$ cat src/rtl/sequenciador_instr_if.sv
// Instruction stream between the issuer and the core.
// Issuer drives instr/instr_valid; the core drives instr_ready.
interface sequenciador_instr_if;
  logic [7:0] instr;
  logic       instr_valid;
  logic       instr_ready;

  modport master (
    output instr,
    output instr_valid,
    input  instr_ready
  );

  modport slave (
    input  instr,
    input  instr_valid,
    output instr_ready
  );
endinterface

$ cat src/rtl/sequenciador_instr.sv
// Instruction issuer: program memory, PC and valid/ready issue FSM.
// Optional single-step control is compiled in with SEQ_STEP_EN.
module sequenciador_instr #(
  parameter int          ADDR_W  = 4,
  parameter logic [7:0]  HALT_OP = 8'h13,
  parameter logic [7:0]  NOP_OP  = 8'hFF
) (
  input  logic              clk,
  input  logic              rst,
  input  logic              start,
  input  logic              prog_we,
  input  logic [ADDR_W-1:0] prog_addr,
  input  logic [7:0]        prog_data,
`ifdef SEQ_STEP_EN
  input  logic              step,
  input  logic              step_mode,
`endif
  sequenciador_instr_if.master bus,
  output logic [ADDR_W-1:0] pc,
  output logic              busy,
  output logic              halted
);

  typedef enum logic [1:0] {
    IDLE,
    RUN,
    DRAIN,
    HALTED
  } state_t;

  state_t            state_q, state_d;
  logic [7:0]        instr_q, instr_d;
  logic              valid_q, valid_d;
  logic [ADDR_W-1:0] pc_q, pc_d;

  logic [7:0]        mem [2**ADDR_W];
  logic [7:0]        word;
  logic              load;
  logic              fetch;
  logic              xfer;

  // Not reset: the program survives rst.
  always_ff @(posedge clk) begin
    if (prog_we) mem[prog_addr] <= prog_data;
  end

  assign word = mem[pc_q];
  assign load = !valid_q || bus.instr_ready;
  assign xfer = valid_q && bus.instr_ready;

`ifdef SEQ_STEP_EN
  assign fetch = load && (!step_mode || step);
`else
  assign fetch = load;
`endif

  always_ff @(posedge clk or posedge rst) begin
    if (rst) begin
      state_q <= IDLE;
      instr_q <= NOP_OP;
      valid_q <= 1'b0;
      pc_q    <= '0;
    end else begin
      state_q <= state_d;
      instr_q <= instr_d;
      valid_q <= valid_d;
      pc_q    <= pc_d;
    end
  end

  always_comb begin
    state_d = state_q;
    instr_d = instr_q;
    valid_d = valid_q;
    pc_d    = pc_q;
    unique case (state_q)
      IDLE: begin
        if (start) begin
          state_d = RUN;
          pc_d    = '0;
        end
      end
      RUN: begin
        if (fetch) begin
          instr_d = word;
          valid_d = 1'b1;
          pc_d    = pc_q + ADDR_W'(1);
          if (word == HALT_OP) state_d = DRAIN;
        end else if (xfer) begin
          // Step mode: accepted word retires without a refill.
          instr_d = NOP_OP;
          valid_d = 1'b0;
        end
      end
      DRAIN: begin
        if (xfer) begin
          state_d = HALTED;
          instr_d = NOP_OP;
          valid_d = 1'b0;
        end
      end
      HALTED: begin
        if (start) begin
          state_d = RUN;
          pc_d    = '0;
        end
      end
      default: state_d = IDLE;
    endcase
  end

  assign bus.instr       = instr_q;
  assign bus.instr_valid = valid_q;
  assign pc              = pc_q;
  assign busy            = (state_q == RUN) || (state_q == DRAIN);
  assign halted          = (state_q == HALTED);

endmodule

$ cat src/flat_wrapper.sv
// flat-port wrapper written by rule: the top's interface ports become plain ports
module sequenciador_instr_flat 
#(
  parameter int          ADDR_W  = 4,
  parameter logic [7:0]  HALT_OP = 8'h13,
  parameter logic [7:0]  NOP_OP  = 8'hFF
)
  (clk, rst, start, prog_we, prog_addr, prog_data, pc, busy, halted, bus_instr, bus_instr_valid, bus_instr_ready);
  sequenciador_instr_if bus_i ();
  input  logic clk;
  input  logic rst;
  input  logic start;
  input  logic prog_we;
  input  logic [ADDR_W-1:0] prog_addr;
  input  logic [7:0] prog_data;
  output logic [ADDR_W-1:0] pc;
  output logic busy;
  output logic halted;
  output wire logic [$bits(bus_i.instr)-1:0] bus_instr;
  output wire logic [$bits(bus_i.instr_valid)-1:0] bus_instr_valid;
  input wire logic [$bits(bus_i.instr_ready)-1:0] bus_instr_ready;
  assign bus_instr = bus_i.instr;
  assign bus_instr_valid = bus_i.instr_valid;
  assign bus_i.instr_ready = bus_instr_ready;
  sequenciador_instr #(.ADDR_W(ADDR_W), .HALT_OP(HALT_OP), .NOP_OP(NOP_OP)) u_core (.clk(clk), .rst(rst), .start(start), .prog_we(prog_we), .prog_addr(prog_addr), .prog_data(prog_data), .bus(bus_i), .pc(pc), .busy(busy), .halted(halted));
endmodule
$ cat config.mk
export PLATFORM = sky130hd
export DESIGN_NAME = sequenciador_instr_flat
export DESIGN_NICKNAME = d
export VERILOG_FILES = /design/src/rtl/sequenciador_instr_if.sv /design/src/rtl/sequenciador_instr.sv /design/src/flat_wrapper.sv
export SDC_FILE = /design/constraint.sdc
export NUM_CORES = 1
export LEC_CHECK = 0
export ABC_AREA = 1
export BUFFER_PORTS_ARGS = -buffer_cell sky130_fd_sc_hd__buf_2
export CAP_MARGIN = 20
export CORE_MARGIN = 2
export CORE_UTILIZATION = 61
export CTS_BUF_LIST = sky130_fd_sc_hd__clkbuf_16
export DETAILED_ROUTE_END_ITERATION = 7
export GPL_TIMING_DRIVEN = 0
export PLACE_DENSITY = 0.79
export SLEW_MARGIN = 20
export SYNTH_ARGS = -nofsm -noshare
export SYNTH_HDL_FRONTEND = slang
export SYNTH_SLANG_ARGS = --single-unit
$ cat constraint.sdc
create_clock -name clk -period 3.6 [get_ports clk]
set_input_delay 0.72 -clock clk [delete_from_list [all_inputs] [get_ports clk]]
set_output_delay 0.72 -clock clk [all_outputs]
set_load 0.02 [all_outputs]
==> flow_summary.json, run 1 <==
{
  "wl_per_cell_um": 19.0,
  "netlist_area_mm2": 0.00629,
  "ys_ff_latch": 143,
  "clock_skew_ns": 0.00563,
  "yosys.area_share.adder": 0.00994,
  "dr_total_vias": 4582,
  "r2r_start": "u_core.state_q[0]$_DFFE_PP0P_",
  "startpoint": "u_core.state_q[0]$_DFFE_PP0P_",
  "power_density_mw_per_mm2": 776,
  "firstDrtPassIters": 5,
  "fin_nets": 685,
  "period_minus_slack_ns": 2.71,
  "synth-simple-area-share": 0.204,
  "synth_top_family_by_area": "simple AND/OR/NAND/NOR gates",
  "cp.depth": 5,
  "synth_area_per_cell_um2": 10.3,
  "synth_top_area_cell": "edfxtp_1",
  "antenna_found_initial": 0,
  "rsz0062_at_grt": "no",
  "die_area_mm2": 0.0111,
  "core_area_mm2": 0.0102,
  "relSlewSlack": 0.338,
  "fill_cells": 719,
  "finalHoldViolCount": 0,
  "die_h_um": 106,
  "cts_tree": "yes",
  "critical_path_arrival_ns": 1.99,
  "worst_slew_pin_slew_ns": 0.989,
  "routed_wl_mm": 15.4,
  "grt_pass1_wl_mm": 23.4,
  "drive_above_1_share": 0.139,
  "p_switching_w": 0.00199,
  "timing.max_cap.violations": 0,
  "cts_buffers": 17,
  "start_kind": "register",
  "critPathCaptureType": "primary output",
  "critPathMaxStageDelay_ns": 0.43,
  "critPathBufInv": 4,
  "min_path_type": "in -> async",
  "area_growth_pct": 14.6,
  "dieWidth_um": 106,
  "cp_top_family": "buffers and inverters",
  "synth-compound-area-share": 0.0390,
  "rr_worst_depth": 10,
  "p_sw_frac": 0.356,
  "synthCells": 613,
  "start_util": 0.618,
  "path_cells": "inv_1 > ha_1 > inv_1 > clkbuf_1 > buf_2",
  "grt_pass1_vias": 4467,
  "max_freq_mhz": 369,
  "slew_viol_final": 0,
  "clk_path_buf_depth": 2,
  "viasPerCell": 5.64,
  "r2r-end": "u_core.pc[3]$_DFFE_PP0P_",
  "ctsResizeCount": 0,
  "grt_overflow": 0,
  "placement.cell_area_mm2": 0.00662,
  "postCtsSetupBuffers": 0,
  "status": "finished, final reports clean",
  "grt_use_total": 0.292,
  "post_synth_num_cell_types": 25,
  "required_ns": 2.88,
  "setup_violations": 0,
  "numPortBuffers": 31,
  "clock_power_share": 0.313,
  "yosysSeqAreaShare": 0.672,
  "yosys_warnings": 0,
  "critPathMostFrequentCell": "inv_1",
  "io_pins": 32,
  "seqPwrFrac": 0.361,
  "vdd_drop_max_mv": 0.394,
  "cp_max_fo": 10,
  "muxShareOfSynthArea": 0,
  "synthXorXnorAreaFrac": 0.00139,
  "endpoint": "busy",
  "syn_nets": 635,
  "htree_levels": 4,
  "gp_congestion": 0.928,
  "clock_latency_ns": 0.42,
  "cts_root_buf": "clkbuf_16",
  "drtIter0Drc": 538,
  "stdcell_area_mm2": 0.00721,
  "holdBufCountCts": 0,
  "crit_slowest_cell": "dfrtp_1",
  "p_leak_nw": 3.06,
  "r2r_setup_slack_ns": 1.37,
  "fin_crit_sh": 0.752,
  "hpwlAfterDp_mm": 10.3,
  "ant_nets": 0,
  "crit_type": "reg -> out",
  "antenna_cells": 0,
  "drc_errors": 0,
  "cts.sinks": 143,
  "internal_power_w": 0.00361,
  "fin_tns_setup_ns": 0,
  "power_frac_comb": 0.326,
  "synth.area.top_cells": "edfxtp_1 61%, nand2_1 12%, nand3_1 6.1%",
  "clkTransAtPathRegs_ns": 0.06,
  "num_rows": 37,
  "yosysTopAreaCellShare": 0.611,
  "grt_max_degree": 17
}
==> per-stage QoR <==
stage | power, W | std cells | worst slack, ns | utilization | hold slack (ns)
floorplan | 0.00328 | 613 | 1.66 | - | 0.490
global placement | 0.00379 | 780 | 1.38 | 0.650 | 0.476
detailed placement | 0.00384 | 780 | 1.33 | 0.650 | 0.483
CTS | 0.00557 | 812 | 0.891 | 0.708 | 0.352
global route | 0.00586 | 812 | 0.783 | 0.708 | 0.391
finish | 0.00560 | 812 | 0.893 | 0.708 | 0.343
==> synth_stat cells <==
cell type,number
o22ai_1,1
a21oi_2,1
nor2_1,39
buf_6,5
ha_1,5
o211ai_1,2
dfstp_2,8
buf_2,13
a31oi_1,8
buf_4,4
dfrtp_1,7
inv_1,74
inv_2,1
buf_1,1
xor2_1,1
nand3_1,77
nand2_1,196
nand3b_1,2
inv_4,1
o21ai_0,28
o21ai_1,2
clkinv_1,1
edfxtp_1,128
a21oi_1,3
clkbuf_1,5
==> power by group through the flow <==
stage	Combinational [W]	Clock (W)	Sequential, W
floorplan	0.00115	0	0.00213
global placement	0.00175	0	0.00205
detailed placement	0.00179	0	0.00205
CTS	0.00180	0.00175	0.00202
global route	0.00201	0.00182	0.00203
finish	0.00183	0.00175	0.00202
==> logic make-up (layout without fill, tap and decap cells) <==
group,count (synthesis),in the layout
xor+xnor,1,1
flops,143,143
compound gates,45,45
fa+ha+maj,5,5
simple gates,314,314
buf+inv,105,168
==> worst reg2reg max path: cells and delay by family, from the launching register on <==
family / cells / cell delay (ns)
AOI/OAI and AO/OA: 2 / 0.23
adders and majority gates: 1 / 0.30
buffers and inverters: 3 / 0.52
DFF: 1 / 0.43
and+or+nand+nor: 4 / 0.62
==> metal layers <==
| metal | global-route usage | routed length, um | vias to the layer above |
|---|---|---|---|
| met5 | 0 | 0 | - |
| met2 | 0.505 | 7980 | 260 |
| met3 | 0.0612 | 1320 | 37 |
| met4 | 0.122 | 468 | 0 |
| met1 | 0.357 | 5640 | 2162 |
| li1 | - | - | 2123 |
==> cells in the final DEF, fill, tap and decap left out, drive strengths merged, types with 5 or more instances in the layout <==
master  count
buf        54
dfstp       8
a31oi       8
clkbuf     22
dfrtp       7
ha          5
o21ai      30
edfxtp    128
nand2     196
clkinv      6
nand3      77
inv        79
nor2       39
==> layout make-up <==
class / instances / area, um2 / area share
inverters: 77 / 292 / 0.0404
plain buffers: 28 / 174 / 0.0241
flip-flops and latches: 143 / 4230 / 0.586
well taps: 136 / 170 / 0.0236
multi-input cells: 365 / 1600 / 0.222
clock buffers: 17 / 425 / 0.0590
repair buffers: 31 / 155 / 0.0215
clock inverters: 15 / 169 / 0.0234
==> how the worst min path moves through the flow <==
stage,slack [ns],cells past startpoint,to
4_1_cts,0.35,2,u_core.state_q[0]$_DFFE_PP0P_
3_5_place_dp,0.48,2,u_core.bus.instr[6]$_DFFE_PP1P_
6_report,0.34,2,u_core.state_q[1]$_DFFE_PP0P_
2_1_floorplan,0.49,2,u_core.state_q[1]$_DFFE_PP0P_
3_3_place_gp,0.48,2,u_core.bus.instr[5]$_DFFE_PP1P_
5_1_grt,0.39,2,u_core.state_q[0]$_DFFE_PP0P_
==> state kept, by name, indices dropped and copies added, names as in the netlist <==
signal                  cells
u_core.bus.instr_valid      1
u_core.state_q              2
u_core.pc                   4
u_core.bus.instr            8
u_core.mem                128
(Power assumes the default switching activity.)
==> inputs of run 2 (changes only) <==
--- a/config.mk
+++ b/config.mk
@@ -9,11 +9,11 @@
 export BUFFER_PORTS_ARGS = -buffer_cell sky130_fd_sc_hd__buf_2
 export CAP_MARGIN = 20
 export CORE_MARGIN = 2
-export CORE_UTILIZATION = 61
+export CORE_UTILIZATION = 55
 export CTS_BUF_LIST = sky130_fd_sc_hd__clkbuf_16
 export DETAILED_ROUTE_END_ITERATION = 7
 export GPL_TIMING_DRIVEN = 0
-export PLACE_DENSITY = 0.79
+export PLACE_DENSITY = 0.76
 export SLEW_MARGIN = 20
 export SYNTH_ARGS = -nofsm -noshare
 export SYNTH_HDL_FRONTEND = slang
==> constraint.sdc (replaced) <==
create_clock -name clk -period 2.3 [get_ports clk]
set_input_delay 0.46 -clock clk [delete_from_list [all_inputs] [get_ports clk]]
set_output_delay 0.46 -clock clk [all_outputs]
set_load 0.02 [all_outputs]
==> run 2 against run 1 <==
Combinational power is 61% higher. Via count is 0.50% lower. Critical path depth stayed put. Clock power is 55% higher. Sequential share of layout area is 0.34 points lower. Flip-flop and latch count stayed put. Utilization is 6.4 points lower. Non-clock buffer count is 2 higher. Worst hold slack worse by 0.25 ns. Worst setup slack worse by 0.77 ns. Highest routed layer unchanged.
==> flow_summary.json, run 2 (synthesis results as in run 1) <==
{
  "timing.max_cap.violations": 0,
  "holdBufCountCts": 0,
  "grt_use_total": 0.257,
  "start_util": 0.558,
  "crit_slowest_cell": "dfrtp_2",
  "cts.sinks": 143,
  "crit_type": "reg -> out",
  "vdd_drop_max_mv": 0.884,
  "antenna_cells": 0,
  "fin_nets": 687,
  "num_rows": 39,
  "mostFrequentLayoutCells": "196 x nand2_1, 128 x edfxtp_1, 77 x nand3_1, 73 x inv_1, 40 x buf_2",
  "p_leak_nw": 3.07,
  "cts_tree": "yes",
  "antenna_found_initial": 0,
  "utilization": 0.644,
  "largest_reg_flops": 128,
  "fin_tns_setup_ns": 0,
  "fin_crit_sh": 0.947,
  "routed_wl_mm": 15.3,
  "cts_buffers": 17,
  "seqPwrFrac": 0.359,
  "cp_max_fo": 10,
  "cts_root_buf": "clkbuf_16",
  "die_area_mm2": 0.0123,
  "drtIter0Drc": 483,
  "power_frac_comb": 0.334,
  "finalHoldViolCount": 0,
  "drive_above_1_share": 0.150,
  "cp_top_family": "buffers and inverters",
  "final_common_cell": "nand2_1",
  "hpwlAfterDp_mm": 10.3,
  "die_h_um": 111,
  "clock_latency_ns": 0.41,
  "viasPerCell": 5.55,
  "p_sw_frac": 0.363,
  "status": "finished, final reports clean",
  "htree_levels": 4,
  "critical_path_arrival_ns": 1.72,
  "setup_violations": 0,
  "core_area_mm2": 0.0113,
  "grt_overflow": 0,
  "drc_errors": 0,
  "clock_skew_ns": 0.00327,
  "clkTransAtPathRegs_ns": 0.06,
  "min_path_type": "in -> async",
  "critPathBufInv": 4,
  "required_ns": 1.84,
  "io_pins": 32,
  "grt_pass1_vias": 4438,
  "start_kind": "register",
  "p_switching_w": 0.00320,
  "critPathCaptureType": "primary output",
  "path_cells": "inv_1 > ha_1 > inv_2 > clkbuf_4 > buf_2",
  "relSlewSlack": 0.371,
  "gp_congestion": 0.963,
  "wl_per_cell_um": 18.7,
  "clk_path_buf_depth": 2,
  "grt_pass1_wl_mm": 23.4,
  "clock_power_share": 0.308,
  "placed_cells": 787,
  "numPortBuffers": 31,
  "max_freq_mhz": 459,
  "ant_nets": 0,
  "power_density_mw_per_mm2": 1210,
  "dr_total_vias": 4559,
  "period_minus_slack_ns": 2.18,
  "area_growth_pct": 15.3,
  "worst_slew_pin_slew_ns": 0.939,
  "internal_power_w": 0.00562,
  "fin_hold_ws_ns": 0.0895,
  "finalNonFillerCells": 821,
  "dieWidth_um": 111,
  "grt_max_degree": 17,
  "slew_viol_final": 0,
  "firstDrtPassIters": 5,
  "top_register": "u_core.mem",
  "critPathMaxStageDelay_ns": 0.40
}
[run 2: worst paths after layout]
check | from | end | slack (ns) | cells past startpoint
hold / removal | rst | u_core.bus.instr_valid$_DFFE_PP0P_ | 0.09 | 2
min in group clk | prog_data[5] | u_core.mem[2][5]$_DFFE_PP_ | 0.43 | 1
setup reg to reg | u_core.pc[1]$_DFFE_PP0P_ | u_core.state_q[1]$_DFFE_PP0P_ | 0.17 | 16
max in group asynchronous | rst | u_core.state_q[0]$_DFFE_PP0P_ | 1.80 | 2
setup / recovery | u_core.state_q[0]$_DFFE_PP0P_ | busy | 0.12 | 5
hold reg to reg | u_core.bus.instr[6]$_DFFE_PP1P_ | u_core.bus.instr[6]$_DFFE_PP1P_ | 0.51 | 2
[run 2: per-layer routing]
metal / GRT usage / vias to the layer above / share of wire
li1: - / 2130 / -
met1: 0.320 / 2175 / 0.40
met2: 0.430 / 210 / 0.49
met3: 0.0601 / 44 / 0.071
met4: 0.116 / 0 / 0.037
met5: 0 / - / 0
[run 2: repair_timing]
action                                  CTS  global route
pin swaps                                 0             0
gates cloned                              0             0
gates resized for setup                   2            12
endpoints found under the setup margin    1             4
setup buffers                             0             2
[run 2: per-stage QoR]
| step | power [W] | instance area [um2] | setup WS [ns] |
|---|---|---|---|
| final | 0.00881 | 7260 | 0.122 |
| after global routing | 0.00923 | 7260 | -0.0102 |
| after CTS | 0.00871 | 7220 | 0.0243 |
| after detailed placement | 0.00601 | 6630 | 0.109 |
| after global placement | 0.00592 | 6630 | 0.192 |
| after floorplan | 0.00514 | 6290 | 0.450 |
[run 2: cell type report]
class / count / area (um2)
timing repair buffer: 33 / 170
clock inverter: 15 / 164
sequential: 143 / 4230
fill: 877 / 4020
buffer: 28 / 198
inverter: 77 / 292
clock buffer: 17 / 425
multi-input combinational: 365 / 1600
tap: 143 / 179
[run 2: power groups by stage]
stage	Sequential [W]	Combinational, W	Clock (W)
6_report	0.00316	0.00294	0.00271
4_1_cts	0.00317	0.00284	0.00271
5_1_grt	0.00318	0.00321	0.00284
3_5_place_dp	0.00322	0.00280	0
2_1_floorplan	0.00333	0.00181	0
3_3_place_gp	0.00320	0.00272	0
==> inputs of run 3 (changes only) <==
--- a/config.mk
+++ b/config.mk
@@ -8,6 +8,7 @@
 export ABC_AREA = 1
 export BUFFER_PORTS_ARGS = -buffer_cell sky130_fd_sc_hd__buf_2
 export CAP_MARGIN = 20
+export CORE_ASPECT_RATIO = 1.4
 export CORE_MARGIN = 2
 export CORE_UTILIZATION = 55
 export CTS_BUF_LIST = sky130_fd_sc_hd__clkbuf_16
==> run 3 against run 2 <==
Worst hold slack got worse by 0.0024 ns. Critical endpoint unchanged. Largest cell class unchanged. Power fell by 3.8%. Final area fell by 1.4%. Largest power group unchanged.
==> flow_summary.json, run 3 (synthesis results as in run 1) <==
{
  "status": "finished, final reports clean",
  "top_register": "u_core.mem",
  "clkTransAtPathRegs_ns": 0.06,
  "start_util": 0.561,
  "viasPerCell": 5.59,
  "numPortBuffers": 31,
  "dr_total_vias": 4581,
  "power_frac_comb": 0.347,
  "vdd_drop_max_mv": 0.596,
  "placement.cell_area_mm2": 0.00663,
  "grt_pass1_vias": 4455,
  "grt_pass1_wl_mm": 24.4,
  "cts_buffers": 17,
  "critPathCaptureType": "primary output",
  "fin_crit_sh": 0.951,
  "holdBufCountCts": 0,
  "gp_congestion": 0.892,
  "antenna_found_initial": 0,
  "crit_type": "reg -> out",
  "p_switching_w": 0.00315,
  "postCtsSetupBuffers": 0,
  "max_freq_mhz": 457,
  "clock_power_share": 0.280,
  "largest_reg_flops": 128,
  "die_area_mm2": 0.0123,
  "core_area_mm2": 0.0112,
  "drc_errors": 0,
  "path_cells": "inv_1 > ha_1 > inv_2 > clkbuf_4 > buf_2",
  "crit_slowest_cell": "dfrtp_1",
  "routed_wl_mm": 16.3,
  "setup_violations": 0,
  "firstDrtPassIters": 6,
  "fin_tns_setup_ns": 0,
  "num_rows": 46,
  "worst_slew_pin_slew_ns": 0.949,
  "wl_per_cell_um": 19.9,
  "finalHoldViolCount": 0,
  "grt_use_total": 0.280,
  "htree_levels": 4,
  "min_path_type": "in -> async",
  "grt_max_degree": 17,
  "grt_overflow": 0,
  "drtIter0Drc": 482,
  "cts_tree": "yes",
  "dieWidth_um": 94.4,
  "period_minus_slack_ns": 2.19,
  "p_leak_nw": 3.03,
  "drive_above_1_share": 0.142,
  "antenna_cells": 0,
  "area_growth_pct": 13.6,
  "fill_cells": 915,
  "io_pins": 32,
  "timing.max_cap.violations": 0,
  "final_common_cell": "nand2_1",
  "critPathMaxStageDelay_ns": 0.42,
  "relSlewSlack": 0.365,
  "seqPwrFrac": 0.373,
  "hpwlAfterDp_mm": 10.9,
  "internal_power_w": 0.00532,
  "mostFrequentLayoutCells": "196 x nand2_1, 128 x edfxtp_1, 77 x nand3_1, 74 x inv_1, 42 x buf_2",
  "fin_nets": 685,
  "required_ns": 1.84,
  "cts.sinks": 143,
  "start_kind": "register",
  "cts_root_buf": "clkbuf_16",
  "clock_latency_ns": 0.43,
  "clk_path_buf_depth": 2,
  "clock_skew_ns": 0.00837,
  "slew_viol_final": 0,
  "critical_path_arrival_ns": 1.73,
  "ant_nets": 0,
  "stdcell_area_mm2": 0.00715,
  "power_density_mw_per_mm2": 1190,
  "p_sw_frac": 0.372,
  "die_h_um": 131,
  "cp_max_fo": 10
}
==> run 3: cell types whose count changed in the layout (fill, tap and decap cells not counted), sizes merged <==
cell      before  now
clkbuf        26   23
clkinv         7   10
bufinv         2    0
inv           79   77
buf           52   53
clkinvlp       4    5
==> run 3: power by group through the flow <==
stage	logic [W]	clock network [W]	registers (W)
floorplan	0.00181	0	0.00333
global placement	0.00276	0	0.00320
detailed placement	0.00284	0	0.00321
CTS	0.00288	0.00238	0.00316
global route	0.00324	0.00249	0.00318
finish	0.00294	0.00237	0.00316
==> run 3: timing repair <==
item                       4_1_cts  5_1_grt
resized for setup                2       12
pin swaps                        0        0
setup endpoints to repair        1        4
==> run 3: routing by layer <==
metal / vias to the layer above / wire length (um) / global-route usage
li1: 2119 / - / -
met1: 2226 / 6050 / 0.318
met2: 199 / 8750 / 0.506
met4: 0 / 585 / 0.131
met5: - / 0 / 0
met3: 37 / 945 / 0.0562
==> run 3: area by class of cell <==
| type | count | area [um2] | share of cell area |
|---|---|---|---|
| plain buffers | 28 | 190 | 0.0266 |
| clock buffers | 17 | 425 | 0.0595 |
| clock inverters | 15 | 81.3 | 0.0114 |
| inverters | 77 | 292 | 0.0408 |
| multi-input cells | 365 | 1600 | 0.224 |
| flip-flops and latches | 143 | 4230 | 0.591 |
| well taps | 144 | 180 | 0.0252 |
| repair buffers | 31 | 155 | 0.0217 |
==> run 3: final timing paths <==
path                       slack [ns]                            start  cells after the start                                 end
setup / recovery                 0.11    u_core.state_q[0]$_DFFE_PP0P_                      5                                busy
hold / removal                   0.09                              rst                      2       u_core.state_q[0]$_DFFE_PP0P_
setup reg to reg                 0.13         u_core.pc[1]$_DFFE_PP0P_                     13       u_core.state_q[1]$_DFFE_PP0P_
hold reg to reg                  0.50  u_core.bus.instr[5]$_DFFE_PP1P_                      2     u_core.bus.instr[5]$_DFFE_PP1P_
max in group asynchronous        1.83                              rst                      2  u_core.bus.instr_valid$_DFFE_PP0P_
min in group clk                 0.42                  bus_instr_ready                      4  u_core.bus.instr_valid$_DFFE_PP0P_
==> run 3: stage by stage <==
stage / hold WS (ns) / utilization / setup slack (ns) / instances / total power, W
global route: 0.122 / 0.637 / -0.00306 / 820 / 0.00891
detailed placement: 0.492 / 0.591 / 0.112 / 788 / 0.00605
floorplan: 0.356 / - / 0.450 / 613 / 0.00514
global placement: 0.477 / 0.591 / 0.134 / 788 / 0.00597
finish: 0.0871 / 0.637 / 0.112 / 820 / 0.00848
CTS: 0.101 / 0.636 / 0.0201 / 820 / 0.00842
==> run 3: worst max-delay path, delay by kind of cell (launching register included) <==
kind	cells	cell delay (ns)
buf+inv	4	0.57
flops	1	0.42
fa+ha+maj	1	0.31
